[src/rtl/pipe_scroller_pkg.sv]
// Shared constants, column type and pipe helpers for the Flappy Bird obstacle field.
// Latency: n/a (types and pure functions only).
// Backpressure: n/a.
package pipe_scroller_pkg;

  localparam int NUM_ROWS = 8;
  localparam int NUM_COLS = 8;

  // One display column, bit r = row r (row 0 = top), 1 = red pixel lit.
  typedef logic [NUM_ROWS-1:0] col_t;
  // Whole field, index c = column c (col 0 = leftmost).
  typedef col_t [NUM_COLS-1:0] field_t;

  // Top row of the gap derived from the low LFSR bits. Raw values past the last
  // legal top row wrap back into range by subtracting (max_top+1).
  function automatic logic [2:0] gap_top_of(input logic [7:0] l, input int gap);
    int raw;
    int max_top;
    raw     = int'(l[2:0]);
    max_top = NUM_ROWS - gap;
    if (raw > max_top) raw = raw - (max_top + 1);
    return 3'(raw);
  endfunction

  // Solid column with `gap` open rows starting at row g.
  function automatic col_t pipe_col(input logic [2:0] g, input int gap);
    col_t c;
    for (int r = 0; r < NUM_ROWS; r++) begin
      c[r] = !((r >= int'(g)) && (r < int'(g) + gap));
    end
    return c;
  endfunction

endpackage

[src/rtl/pipe_scroller_if.sv]
// Display-side bundle of the pipe scroller: freeze in, red field and pulses out.
// Latency: n/a (wires only).
// Backpressure: none; freeze is the only upstream control and halts the field.
// Ports: freeze, red[c][r], bird_col_red, scroll_tick, pipe_passed.
interface pipe_scroller_if;
  import pipe_scroller_pkg::*;

  logic   freeze;
  field_t red;
  col_t   bird_col_red;
  logic   scroll_tick;
  logic   pipe_passed;

  modport master (
    input  freeze,
    output red,
    output bird_col_red,
    output scroll_tick,
    output pipe_passed
  );

  modport slave (
    output freeze,
    input  red,
    input  bird_col_red,
    input  scroll_tick,
    input  pipe_passed
  );

endinterface

[src/rtl/pipe_scroller_lfsr.sv]
// 8-bit Fibonacci LFSR (taps 7,5,4,3) supplying pipe gap positions.
// Latency: new value visible the cycle after advance.
// Backpressure: holds whenever advance is low; a zero seed is replaced by 8'h01.
// Ports: clock, reset (sync, active-high), advance, lfsr[7:0].
module pipe_lfsr #(
  parameter logic [7:0] SEED = 8'h01
) (
  input  logic       clock,
  input  logic       reset,
  input  logic       advance,
  output logic [7:0] lfsr
);

  // An all-zero state would lock the register, so never load it.
  localparam logic [7:0] INIT = (SEED == 8'h00) ? 8'h01 : SEED;

  logic fb;
  assign fb = lfsr[7] ^ lfsr[5] ^ lfsr[4] ^ lfsr[3];

  always_ff @(posedge clock) begin
    if (reset) begin
      lfsr <= INIT;
    end else if (advance) begin
      lfsr <= {lfsr[6:0], fb};
    end
  end

endmodule

[src/rtl/pipe_scroller.sv]
// Pipe obstacle generator: emits gapped pipe columns at the right edge and scrolls the field left.
// Latency: field, scroll_tick and pipe_passed update the cycle after the divider reaches its threshold.
// Backpressure: freeze holds divider, field, spacing, LFSR and level; no pulses while frozen.
// Ports: clock, reset (sync, active-high), bus (pipe_scroller_if.master).
// Optional: PIPE_SPEEDUP_EN adds a level counter that halves the scroll period every 4 passed pipes.
module pipe_scroller
  import pipe_scroller_pkg::*;
#(
  parameter int         SCROLL_DIV   = 1792,
  parameter int         GAP          = 3,
  parameter int         PIPE_SPACING = 4,
  parameter int         BIRD_COL     = 1,
  parameter logic [7:0] SEED         = 8'h01
) (
  input logic              clock,
  input logic              reset,
  pipe_scroller_if.master  bus
);

  localparam int DW = $clog2(SCROLL_DIV + 1);
  localparam int SW = (PIPE_SPACING > 1) ? $clog2(PIPE_SPACING) : 1;

  logic [DW-1:0] div_q;
  logic [DW-1:0] thresh;
  logic [SW-1:0] spacing_q;
  field_t        red_q;
  logic          scroll_tick_q;
  logic          pipe_passed_q;
  logic [7:0]    lfsr;
  logic          tick;
  logic          emit;
  logic          passing;

`ifdef PIPE_SPEEDUP_EN
  logic [1:0]    level_q;
  logic [1:0]    pass_cnt_q;
  logic [DW-1:0] thresh_raw;

  // Period shrinks with level but never below 2 cycles.
  assign thresh_raw = DW'(SCROLL_DIV) >> level_q;
  assign thresh     = (thresh_raw < DW'(2)) ? DW'(2) : thresh_raw;

  always_ff @(posedge clock) begin
    if (reset) begin
      level_q    <= 2'd0;
      pass_cnt_q <= 2'd0;
    end else if (passing) begin
      pass_cnt_q <= pass_cnt_q + 2'd1;
      if (pass_cnt_q == 2'd3 && level_q != 2'd3) level_q <= level_q + 2'd1;
    end
  end
`else
  assign thresh = DW'(SCROLL_DIV);
`endif

  // >= rather than == so a threshold that drops below the running count ticks at once.
  assign tick    = !bus.freeze && (div_q >= thresh - DW'(1));
  assign emit    = tick && (spacing_q == '0);
  assign passing = tick && (|red_q[0]);

  // The LFSR steps on the emitting edge, so the gap uses the pre-advance value.
  pipe_lfsr #(.SEED(SEED)) u_lfsr (
    .clock   (clock),
    .reset   (reset),
    .advance (emit),
    .lfsr    (lfsr)
  );

  always_ff @(posedge clock) begin
    if (reset) begin
      div_q         <= '0;
      spacing_q     <= '0;
      red_q         <= '0;
      scroll_tick_q <= 1'b0;
      pipe_passed_q <= 1'b0;
    end else begin
      scroll_tick_q <= tick;
      pipe_passed_q <= passing;
      if (!bus.freeze) div_q <= tick ? '0 : div_q + DW'(1);
      if (tick) begin
        for (int c = 0; c < NUM_COLS - 1; c++) red_q[c] <= red_q[c+1];
        red_q[NUM_COLS-1] <= emit ? pipe_col(gap_top_of(lfsr, GAP), GAP) : '0;
        spacing_q <= (spacing_q == SW'(PIPE_SPACING - 1)) ? '0 : spacing_q + SW'(1);
      end
    end
  end

  assign bus.red          = red_q;
  assign bus.bird_col_red = red_q[BIRD_COL];
  assign bus.scroll_tick  = scroll_tick_q;
  assign bus.pipe_passed  = pipe_passed_q;

endmodule

[src/flat_wrapper.sv]
// flat-port wrapper written by rule: the top's interface ports become plain ports
module pipe_scroller_flat import pipe_scroller_pkg::*;
#(
  parameter int         SCROLL_DIV   = 1792,
  parameter int         GAP          = 3,
  parameter int         PIPE_SPACING = 4,
  parameter int         BIRD_COL     = 1,
  parameter logic [7:0] SEED         = 8'h01
)
  (clock, reset, bus_freeze, bus_red, bus_bird_col_red, bus_scroll_tick, bus_pipe_passed);
  pipe_scroller_if bus_i ();
  input logic clock;
  input logic reset;
  input wire logic [$bits(bus_i.freeze)-1:0] bus_freeze;
  output wire logic [$bits(bus_i.red)-1:0] bus_red;
  output wire logic [$bits(bus_i.bird_col_red)-1:0] bus_bird_col_red;
  output wire logic [$bits(bus_i.scroll_tick)-1:0] bus_scroll_tick;
  output wire logic [$bits(bus_i.pipe_passed)-1:0] bus_pipe_passed;
  assign bus_i.freeze = bus_freeze;
  assign bus_red = bus_i.red;
  assign bus_bird_col_red = bus_i.bird_col_red;
  assign bus_scroll_tick = bus_i.scroll_tick;
  assign bus_pipe_passed = bus_i.pipe_passed;
  pipe_scroller #(.SCROLL_DIV(SCROLL_DIV), .GAP(GAP), .PIPE_SPACING(PIPE_SPACING), .BIRD_COL(BIRD_COL), .SEED(SEED)) u_core (.clock(clock), .reset(reset), .bus(bus_i));
endmodule
[config.mk]
export PLATFORM = sky130hd
export DESIGN_NAME = pipe_scroller_flat
export DESIGN_NICKNAME = d
export VERILOG_FILES = /design/src/rtl/pipe_scroller_pkg.sv /design/src/rtl/pipe_scroller_if.sv /design/src/rtl/pipe_scroller_lfsr.sv /design/src/rtl/pipe_scroller.sv /design/src/flat_wrapper.sv
export SDC_FILE = /design/constraint.sdc
export NUM_CORES = 1
export LEC_CHECK = 0
export BUFFER_PORTS_ARGS = -buffer_cell sky130_fd_sc_hd__buf_2
export CAP_MARGIN = 15
export CORE_ASPECT_RATIO = 0.8
export CORE_UTILIZATION = 40
export CTS_CLUSTER_DIAMETER = 150
export DETAILED_ROUTE_END_ITERATION = 8
export HOLD_SLACK_MARGIN = 0.15
export PLACE_DENSITY_LB_ADDON = 0.12
export SYNTH_ARGS = -nofsm -noshare
export SYNTH_HDL_FRONTEND = slang
export SYNTH_SLANG_ARGS = --single-unit
export TNS_END_PERCENT = 5
[constraint.sdc]
create_clock -name clock -period 4 [get_ports clock]
set_clock_uncertainty 0.05 [all_clocks]
set_input_delay 1 -clock clock [delete_from_list [all_inputs] [get_ports clock]]
set_output_delay 1 -clock clock [all_outputs]
set_load 0.1 [all_outputs]
==> results.toml <==
[routing]
routedWlPerCell_um = 14.7
wl_um = 7880
dr.pass1.iters = 6
ant_nets = 0
drcViolationCount = 0
vias = 2657
drt_iter0_drc = 141
vias_per_cell = 4.97

[synthesis]
synth-seq-cells = 87
syn_avg_cell_area_um2 = 10.0
yosys_warnings = 0
synth_nets = 368
yosys.area.top_type = "dfxtp_1"
synth_edf_count = 0
syn_inst = 357
yosys-top-cells-count = "dfxtp_1, nand2_1, mux2i_1"
synthDistinctLibCells = 42
yosys.cell_count.top_type = "dfxtp_1"
ys.flop_type = "dfxtp_1"
synthTopCellsByArea = "dfxtp_1, mux2i_1, nand2_1"
synth_area_um2 = 3580
synthArstFlopShare_pct = 0
yosysTopAreaCellShare_pct = 48.7
yosysSeqAreaShare_pct = 48.7

[power]
p_sw_share_pct = 20.3
seqPwrFrac_pct = 53.9
p_leak_nw = 2.10
fin_total_pwr_mw = 1.61
internal_power_mw = 1.29
ir_drop_mv = 0.242
p_clk_share_pct = 44.4
power.share.combinational_pct = 1.7
power.density_nw_per_um2 = 383
switching_power_mw = 0.327

[die]
die_w_um = 108
boundaryPins = 77
rows = 30
die_h_um = 86.6
die_area_um2 = 9330
start_util_pct = 41.6
coreArea_um2 = 8600

[sta]
relSlewSlack_pct = 35.6
period_needed_ns = 2.54
setup_viol = 0
max_freq_ghz = 0.394
slew_viol_final = 0
grt_setup_unrepaired = "no"
finalHoldViolations = 0
fin_crit_sh_pct = 63.4
tns_ns = 0
tightest_slew_ns = 0.963

[layout]
area.sequential_um2 = 1740
drive_above_1_share_pct = 26.2
area_growth_pct = 17.6
nNetsFinal = 430
multi_input_area_um2 = 1650
antenna-diode-count = 0
nFillCells = 841

[global_route]
grt_pass1_wl_um = 12700
grt_pass1_vias = 2447
grt_antenna_before_repair = 0
grt.total_usage_pct = 17.8
grt_start_max_net_pins = 32
globalRouteOverflowTotal = 0

[clock_tree]
ctsResizeCount = 0
cts-buffers-inserted = 9
hold_buffers = 0
cts_buffer_depth = 2
post-cts-setup-buffers = 0
cts-root-buf = "clkbuf_8"
cts.clk_slew.worst_paths_ns = 0.08
cts_num_sinks = 87
cts_tree = "built"
worstSkewPairLatency_ns = 0.35
htree_levels = 3

[critical_path]
end_kind = "register"
crit_type = "in2reg"
cp_max_fo = 22
arrival_ns = 2.77
required_ns = 4.23
startpoint_type = "input port"

[placement]
place_hpwl_um = 5440
place.gp.congestion = 0.713
io_buffers = 76

[min_path]
hp-class = "reg2reg"

[job]
drv_cap = 0

[run_status]
status = "completed"
-- layout by cell type (no fill, tap or decap), types with 2 or more instances in the layout --
master / count
ha_1: 8
mux2i_1: 59
a2111o_1: 2
bufinv_16: 3
o21ai_2: 2
o21ai_0: 9
nand4b_1: 4
inv_1: 7
nor2_1: 9
nor2b_1: 5
a31oi_1: 2
clkbuf_1: 2
xor2_1: 6
xnor2_1: 6
clkbuf_8: 9
nand3_1: 3
a21oi_1: 11
a31o_2: 8
buf_2: 76
dfxtp_1: 87
nand2_1: 68
nor3_1: 12
nor4_1: 2
buf_4: 2
-- kinds of logic (layout without fill, tap and decap cells) --
kind of cell / count (synthesis) / after routing / share of synthesized area, %
AOI/OAI and AO/OA: 41 / 41 / 7.97
xor gates and xnor gates: 12 / 12 / 2.94
muxes: 60 / 60 / 16.8
and+or+nand+nor: 113 / 113 / 15.5
adders and majority gates: 8 / 8 / 2.80
DFF: 87 / 87 / 48.7
buffers and inverters: 36 / 102 / 5.28
-- power by group through the flow --
stage          Combinational [mW]  Sequential (mW)  Clock [mW]
3_5_place_dp               0.0275            0.890           0
4_1_cts                    0.0277            0.869       0.728
6_report                   0.0274            0.869       0.715
5_1_grt                    0.0306            0.870       0.760
2_1_floorplan              0.0192            0.889           0
3_3_place_gp               0.0273            0.890           0
-- cell type report --
class	count	share of cell area (%)
inverter	8	0.714
clock inverter	4	2.26
sequential	87	41.4
tap	112	3.33
multi-input combinational	234	39.3
timing repair buffer	79	9.88
clock buffer	11	3.12
-- final timing paths --
check                                                         from                            endpoint  slack, ns  cells after the start
worst max-delay path                                    bus_freeze     u_core.bus.red[48]$_SDFFE_PP0N_       1.46                      4
worst min-delay path            u_core.u_lfsr.lfsr[6]$_SDFFE_PP0P_  u_core.u_lfsr.lfsr[7]$_SDFFE_PP0P_       0.42                      2
worst max register to register        u_core.div_q[0]$_SDFFE_PP0N_     u_core.bus.red[22]$_SDFFE_PP0N_       1.61                      6
worst min register to register  u_core.u_lfsr.lfsr[6]$_SDFFE_PP0P_  u_core.u_lfsr.lfsr[7]$_SDFFE_PP0P_       0.42                      2
-- critical path, stage by stage --
cell	delay, ns
buf_2	0.15
nand4b_1	0.75
nand2_4	0.62
mux2i_1	0.23
-- state kept, by name, summed over array words and instances (netlist names) --
| signal | cells |
|---|---|
| u_core.bus.bird_col_red | 8 |
| u_core.bus.pipe_passed | 1 |
| u_core.bus.red | 56 |
| u_core.bus.scroll_tick | 1 |
| u_core.div_q | 11 |
| u_core.spacing_q | 2 |
| u_core.u_lfsr.lfsr | 8 |
-- metrics by stage --
stage / hold slack (ns) / utilization, % / setup slack (ns) / instances / cell area [µm²]
floorplan: 0.396 / - / 1.58 / 357 / 3580
global placement: 0.410 / 46.3 / 1.11 / 520 / 3980
detailed placement: 0.423 / 46.3 / 1.10 / 520 / 3980
CTS: 0.431 / 48.9 / 1.47 / 535 / 4210
global route: 0.451 / 48.9 / 1.28 / 535 / 4210
finish: 0.424 / 48.9 / 1.46 / 535 / 4210
-- routing by layer --
metal	wire [µm]	track usage, %	vias up
li1	-	-	1353
met1	4140	25.3	1232
met2	3290	25.6	62
met3	349	4.96	10
met4	95	6.35	0
met5	0	0	-
No activity file was read; power rests on OpenSTA's default activity.
